`config.mk`:
```
export PLATFORM = sky130hd
export DESIGN_NAME = decode_stage
export DESIGN_NICKNAME = d
export VERILOG_FILES = /design/src/rtl/decode_stage.sv
export SDC_FILE = /design/constraint.sdc
export NUM_CORES = 1
export LEC_CHECK = 0
export ABC_AREA = 1
export BUFFER_PORTS_ARGS = -buffer_cell sky130_fd_sc_hd__buf_4
export CORE_AREA = 3 3 72 74
export CTS_BUF_LIST = sky130_fd_sc_hd__clkbuf_8
export DETAILED_ROUTE_END_ITERATION = 10
export DIE_AREA = 0 0 75 77
export GPL_ROUTABILITY_DRIVEN = 0
export GPL_TIMING_DRIVEN = 0
export PLACE_DENSITY = 0.77
export SLEW_MARGIN = 20
export SYNTH_ARGS = -nofsm -noshare
export SYNTH_HDL_FRONTEND = slang
export SYNTH_SLANG_ARGS = --single-unit
```
`constraint.sdc`:
```
create_clock -name clk -period 2 [get_ports clk]
set_clock_uncertainty 0.15 [all_clocks]
set_input_delay 0.1 -clock clk [delete_from_list [all_inputs] [get_ports clk]]
set_output_delay 0.1 -clock clk [all_outputs]
set_load 0.02 [all_outputs]
```
`src/rtl/decode_stage.sv`:
```
// Single-stage RV32 ALU instruction decoder (R-type and optional OP-IMM) with a
// registered, backpressure-aware output and a saturating illegal-instruction counter.
module decode_stage #(
    parameter int XLEN          = 32,
    parameter bit SUPPORT_OPIMM = 1'b1,
    parameter int CNT_W         = 8
) (
    input  logic             clk,
    input  logic             rst,
    input  logic             in_valid,
    output logic             in_ready,
    input  logic [31:0]      instr,
    output logic             out_valid,
    input  logic             out_ready,
    output logic [4:0]       rs1,
    output logic [4:0]       rs2,
    output logic [4:0]       rd,
    output logic [3:0]       alu_op,
    output logic             reg_write,
    output logic             use_imm,
    output logic [XLEN-1:0]  imm,
    output logic             illegal,
    input  logic             cnt_clr,
    output logic [CNT_W-1:0] illegal_cnt
);

    localparam logic [3:0] ALU_ADD  = 4'd0;
    localparam logic [3:0] ALU_SUB  = 4'd1;
    localparam logic [3:0] ALU_AND  = 4'd2;
    localparam logic [3:0] ALU_OR   = 4'd3;
    localparam logic [3:0] ALU_XOR  = 4'd4;
    localparam logic [3:0] ALU_SLL  = 4'd5;
    localparam logic [3:0] ALU_SRL  = 4'd6;
    localparam logic [3:0] ALU_SRA  = 4'd7;
    localparam logic [3:0] ALU_SLT  = 4'd8;
    localparam logic [3:0] ALU_SLTU = 4'd9;
    localparam logic [3:0] ALU_INV  = 4'd15;

    localparam logic [6:0] OPC_OP     = 7'b0110011;
    localparam logic [6:0] OPC_OP_IMM = 7'b0010011;
    localparam logic [6:0] F7_ZERO    = 7'b0000000;
    localparam logic [6:0] F7_ALT     = 7'b0100000;
    localparam logic [CNT_W-1:0] CNT_MAX = '1;

    logic [6:0] opcode;
    logic [2:0] funct3;
    logic [6:0] funct7;
    assign opcode = instr[6:0];
    assign funct3 = instr[14:12];
    assign funct7 = instr[31:25];

    logic [4:0]      rs1_d, rs2_d, rd_d;
    logic [3:0]      alu_op_d;
    logic            legal_d, use_imm_d;
    logic [XLEN-1:0] imm_d;

    always_comb begin
        rs1_d     = instr[19:15];
        rs2_d     = instr[24:20];
        rd_d      = instr[11:7];
        alu_op_d  = ALU_INV;
        legal_d   = 1'b0;
        use_imm_d = 1'b0;
        imm_d     = '0;
        if (opcode == OPC_OP) begin
            legal_d = 1'b1;
            unique case (funct3)
                3'b000: begin
                    if (funct7 == F7_ZERO)     alu_op_d = ALU_ADD;
                    else if (funct7 == F7_ALT) alu_op_d = ALU_SUB;
                    else                       legal_d  = 1'b0;
                end
                3'b101: begin
                    if (funct7 == F7_ZERO)     alu_op_d = ALU_SRL;
                    else if (funct7 == F7_ALT) alu_op_d = ALU_SRA;
                    else                       legal_d  = 1'b0;
                end
                default: begin
                    legal_d = (funct7 == F7_ZERO);
                    unique case (funct3)
                        3'b001:  alu_op_d = ALU_SLL;
                        3'b010:  alu_op_d = ALU_SLT;
                        3'b011:  alu_op_d = ALU_SLTU;
                        3'b100:  alu_op_d = ALU_XOR;
                        3'b110:  alu_op_d = ALU_OR;
                        default: alu_op_d = ALU_AND;
                    endcase
                end
            endcase
        end else if (SUPPORT_OPIMM && opcode == OPC_OP_IMM) begin
            // rs2 is not an operand of OP-IMM, even when the shift encoding is bad.
            rs2_d   = 5'd0;
            legal_d = 1'b1;
            unique case (funct3)
                3'b000: alu_op_d = ALU_ADD;
                3'b010: alu_op_d = ALU_SLT;
                3'b011: alu_op_d = ALU_SLTU;
                3'b100: alu_op_d = ALU_XOR;
                3'b110: alu_op_d = ALU_OR;
                3'b111: alu_op_d = ALU_AND;
                3'b001: begin
                    if (funct7 == F7_ZERO) alu_op_d = ALU_SLL;
                    else                   legal_d  = 1'b0;
                end
                default: begin
                    if (funct7 == F7_ZERO)     alu_op_d = ALU_SRL;
                    else if (funct7 == F7_ALT) alu_op_d = ALU_SRA;
                    else                       legal_d  = 1'b0;
                end
            endcase
            if (legal_d) begin
                use_imm_d   = 1'b1;
                imm_d       = {XLEN{instr[31]}};
                imm_d[11:0] = instr[31:20];
            end
        end
        if (!legal_d) alu_op_d = ALU_INV;
    end

    // Handshake: a beat moves on a channel when valid && ready at a rising edge;
    // out_valid stays high and the payload frozen until out_ready accepts it.
    logic            out_valid_q;
    logic [4:0]      rs1_q, rs2_q, rd_q;
    logic [3:0]      alu_op_q;
    logic            reg_write_q, use_imm_q, illegal_q;
    logic [XLEN-1:0] imm_q;
    logic [CNT_W-1:0] cnt_q, cnt_d;
    logic            in_fire, out_fire;

    assign in_ready = !out_valid_q || out_ready;
    assign in_fire  = in_valid && in_ready;
    assign out_fire = out_valid_q && out_ready;

    always_ff @(posedge clk) begin
        if (rst) begin
            out_valid_q <= 1'b0;
            rs1_q       <= '0;
            rs2_q       <= '0;
            rd_q        <= '0;
            alu_op_q    <= ALU_INV;
            reg_write_q <= 1'b0;
            use_imm_q   <= 1'b0;
            imm_q       <= '0;
            illegal_q   <= 1'b0;
        end else if (in_fire) begin
            out_valid_q <= 1'b1;
            rs1_q       <= rs1_d;
            rs2_q       <= rs2_d;
            rd_q        <= rd_d;
            alu_op_q    <= alu_op_d;
            reg_write_q <= legal_d;
            use_imm_q   <= use_imm_d;
            imm_q       <= imm_d;
            illegal_q   <= !legal_d;
        end else if (out_fire) begin
            out_valid_q <= 1'b0;
        end
    end

    always_comb begin
        cnt_d = cnt_q;
        if (cnt_clr)                                       cnt_d = '0;
        else if (out_fire && illegal_q && cnt_q != CNT_MAX) cnt_d = cnt_q + 1'b1;
    end

    always_ff @(posedge clk) begin
        if (rst) cnt_q <= '0;
        else     cnt_q <= cnt_d;
    end

    assign out_valid   = out_valid_q;
    assign rs1         = rs1_q;
    assign rs2         = rs2_q;
    assign rd          = rd_q;
    assign alu_op      = alu_op_q;
    assign reg_write   = reg_write_q;
    assign use_imm     = use_imm_q;
    assign imm         = imm_q;
    assign illegal     = illegal_q;
    assign illegal_cnt = cnt_q;

endmodule
```
Yosys cells after proc, flatten, opt, wreduce, memory -nomap -nowiden
Index checks and enable logic that the tools add are counted.
- equality and inequality tests: 11
- reductions and logical operators: 13
- add/subtract/negate cells: 1
- multiplexer cells: 30
- operator list (kind ; number):
    32-bit 2-to-1 mux ; 3
    4-bit 2-to-1 mux ; 8
    4-bit one-hot mux with 7 select lines ; 1
    4-bit one-hot mux with 5 select lines ; 1
    7-bit by 6-bit == test with 1-bit output (second input constant) ; 2
    1-bit 2-to-1 mux ; 13
    3-bit == test (second input constant) ; 4
    5-bit 2-to-1 mux ; 2
    8-bit by 1-bit adder with 8-bit output (second input constant) ; 1
    8-bit inequality test (second input constant) ; 1
    4-bit one-hot mux with 2 select lines ; 1
    7-bit by 5-bit == test with 1-bit output (second input constant) ; 1
    7-bit logical NOT ; 1
    3-bit by 2-bit == test with 1-bit output (second input constant) ; 2
    6-bit OR reduction ; 1
    1-bit logical AND ; 4
    2-bit OR reduction ; 2
    3-bit by 1-bit == test with 1-bit output (second input constant) ; 1
    3-bit logical NOT ; 1
    1-bit logical NOT ; 2
    1-bit one-hot mux with 2 select lines ; 1
    2-bit nonzero test ; 1
    1-bit logical OR ; 1
- output and inout bits: 64
- word-level logic and storage cells: 65
- input bits: 37
- register bits after elaboration: 63

Longest topological paths before layout
- depth after elaboration: 9
- gate-level depth with buffers: 11
- depth with buffers taken out: 11

Worst setup path after synthesis
No wires, ideal clock.
- kind: register to register
- start: register cnt_q[1], in the netlist illegal_cnt[1]
- end: register cnt_q[5], in the netlist illegal_cnt[5]
- buffers on the path: 0
- clock period less this slack: 1670 ps
- arrival: 1451 ps
- required time: 1780 ps
- setup time: 70 ps
- stages on the path, launching flop included: 10
- slack: 330 ps
- cells stage by stage: dfxtp_1 ha_1 inv_1 nor2_1 nand4_1 nand2_1 inv_1 nand3_1 nand2_1 a21oi_1
- longest elaborated chain between the ends: 2
- elaborated cells between the ends (all ways): 3
- classes of those cells: add/sub: 1; eq/ne: 1; reduce/logical: 1
- RTL lines (element ; RTL line ; source):
    from (decl) ; 127 ; logic [CNT_W-1:0] cnt_q, cnt_d;
    from (signal assigned) ; 168 ; else cnt_q <= cnt_d;
    branches (longest 2 deep; another with 8-bit by 1-bit adder with 8-bit output) ; - ;
Several ways; the timed one is not identified.
A chain may end at the register's enable or synchronous reset.

Worst setup path in the final report
- start: input port out_ready
- end: register reg_write_q, in the netlist reg_write
- longest elaborated chain between the ends: 2
- RTL lines (element ; RTL line ; source):
    from (decl) ; 14 ; input logic out_ready,
    1-bit logical OR ; 130 ; assign in_ready = !out_valid_q || out_ready;
    1-bit logical AND ; 131 ; assign in_fire = in_valid && in_ready;
    to (signal assigned) ; 151 ; reg_write_q <= legal_d;
    to (decl) ; 125 ; logic reg_write_q, use_imm_q, illegal_q;
Every way passes these cells.

==> results.cfg <==
[detailed_routing]
post_drt_wl_per_cell_um = 12.5
drt_iter0_drc = 103
wl_um = 5980
avgViaCountPerCell = 4.93
drt_pass1_iterations = 4
final_antenna_net_count = 0
vias = 2353
drc_errors = 0

[grt]
grt_use_total_pct = 21.2
grt_max_degree = 23
grt_pass1_wl_um = 9670
antenna_found_initial = 0
grt_overflow = 0
grt_pass1_vias = 2168

[finish]
regArea_um2 = 861
area_delta_synth_final_pct = 57.9
diodes = 0
layout.nets = 460
drive_gt1_share_pct = 34.0
layout_common_cells = buf_4 (120), nand2_1 (56), dfxtp_1 (43)
num-fill-cells = 410
final_common_cell = buf_4
multi_input_area_um2 = 898

[logic_synthesis]
ys_seq_elements = 43
synthTopCellsByArea = dfxtp_1 (42%), nand2_1 (10%), a21oi_1 (7.8%)
synth_seq_area_share_pct = 41.9
synth.distinct_cells = 25
synth_warnings = 0
syn_nets = 330
synth_top_area_cell = dfxtp_1
synth_ff_type = dfxtp_1
async_reset_ff_share_pct = 0
yosysTopAreaCellShare_pct = 41.9
synth_edf_count = 0
synthCells = 292
synth_area_um2 = 2060
postSynthAreaPerCell_um2 = 7.04

[timing]
finalSetupViolCount = 0
period_share_pct = 92.5
finalCriticalPeriod_ns = 1.85
tns_ns = 0
fin_ws_ns = 0.150
fmax_mhz = 540
hold_viol = 0
rsz0062_at_grt = false
drv_slew = 0
slew_headroom_pct = 56.3
worstMarginPinSlew_ns = 0.654

[placed_design]
place_ws_ns = 0.259
placement.io_buffers = 99
hpwl_um = 4130

[clocking]
cts_inserted_buffers = 5
clk_pin_slew_ns = 0.08
cts_num_sinks = 43
cts_tree = built
cts_root_buf = clkbuf_8
clock_latency_ns = 0.30
h-tree-depth = 2
cts_buffer_depth = 2

[power]
leakage_nw = 1.56
power.density_nw_per_um2 = 614
vdd_ir_drop_max_mv = 0.446

[worst_setup_path]
r2r-start = illegal_cnt[1]
critical_path_class = input pin to register
ff2ff_path_depth = 9
critPathArrivalTime_ns = 1.89
end_kind = register
r2r_slack_ns = 0.25
critPathMaxFanout = 9
cp.required_ns = 2.04
start_kind = input pin
rr_endpoint = illegal_cnt[5]

[floorplanning]
initial_core_util_pct = 44.1
design.die.area_um2 = 5780
rows = 25
coreArea_um2 = 4660
io_pins = 101
die_y_um = 77
die_x_um = 75

[min_path]
hold_path_depth = 2
hold_class = input pin to register
hold_path_end = use_imm
worst_hold_startpoint = rst

[run_status]
status = finished clean

[flow_run]
drv_cap = 0
-- critical path, stage by stage --
cell	delay [ns]
dlygate4sd3_1	0.54
buf_4	0.14
inv_1	0.05
nand2_1	0.09
nand2_2	0.21
clkinvlp_4	0.23
nand4_1	0.16
nand2_2	0.12
o21ai_0	0.19
inv_1	0.06
-- cell usage after synthesis (2+ instances only) --
cell / count
nand2_2: 2
nor2_2: 2
a21oi_1: 32
clkbuf_1: 6
nor3_1: 4
nand4_1: 5
or2_2: 4
buf_4: 21
inv_1: 24
buf_2: 2
nand2_1: 57
dfxtp_1: 43
o21ai_0: 23
nand3_1: 19
nor2_1: 38
-- worst max path at each step --
stage | start | to | slack, ns | depth (start not counted)
2_1_floorplan | illegal_cnt[1] | illegal_cnt[5] | 0.33 | 9
3_3_place_gp | illegal_cnt[1] | illegal_cnt[5] | 0.30 | 9
4_1_cts | out_ready | reg_write | 0.16 | 10
6_report | out_ready | reg_write | 0.15 | 10
5_1_grt | instr[27] | alu_op[1] | 0.009 | 12
3_5_place_dp | illegal_cnt[1] | illegal_cnt[5] | 0.26 | 9
-- sequential cells by signal, summed over array words and instances, names as in the netlist --
| name | flops |
|---|---|
| imm | 12 |
| illegal_cnt | 8 |
| rd | 5 |
| rs1 | 5 |
| rs2 | 5 |
| alu_op | 4 |
| illegal | 1 |
| out_valid | 1 |
| reg_write | 1 |
| use_imm | 1 |
-- through the flow --
step	total power, W	instance area, um^2	hold WS (ns)	utilization, %	std cells
detailed placement	0.00118	2870	0.209	61.5	445
floorplan	0.00105	2060	0.0919	-	292
global placement	0.00117	2870	0.201	61.5	445
CTS	0.00200	3240	0.0213	69.5	477
global route	0.00207	3250	0.0505	69.6	477
finish	0.00199	3250	0.0249	69.6	477
-- report_power, final --
part	switching [W]	internal [W]	total (W)
logic	0.000159	0.000146	0.000305
registers	0.0000162	0.000883	0.000900
clock network	0.000296	0.000494	0.000790
-- final cells by class --
type                       instances  area share, %
clock inverter                     3           1.97
clock buffer                       5           2.12
timing repair buffer             123           30.3
sequential                        43           26.5
buffer                            30           6.21
inverter                          26           3.12
tap                               54           2.08
multi-input combinational        193           27.7
-- layer usage --
metal  part of all wire [%]  vias up  track usage, %  wire [um]
met5                      0        -               0          0
met4                    2.6        0            7.30        154
met3                    7.8       20            6.42        467
met2                     50      100            36.8       3010
met1                     39     1053            23.7       2350
li1                       -     1180               -          -
-- repair_timing --
| item | in CTS | in global routing |
|---|---|---|
| endpoints found under the hold margin | 32 | 0 |
| buffers inserted | 0 | 0 |
| setup endpoints to repair | 0 | 3 |
| hold buffers | 24 | 0 |
| resized for setup | 0 | 2 |
-- logic make-up (layout without fill, tap and decap cells) --
logic type / after synthesis / after routing / share of synthesized area, %
and+or+nand+nor: 133 / 133 / 27.9
AOI/OAI and AO/OA: 57 / 57 / 14.2
buffers and inverters: 56 / 187 / 14.5
DFF: 43 / 43 / 41.9
xor gates and xnor gates: 2 / 2 / 0.852
adders and majority gates: 1 / 1 / 0.609
Note: power is estimated with default switching activity, not from simulation.
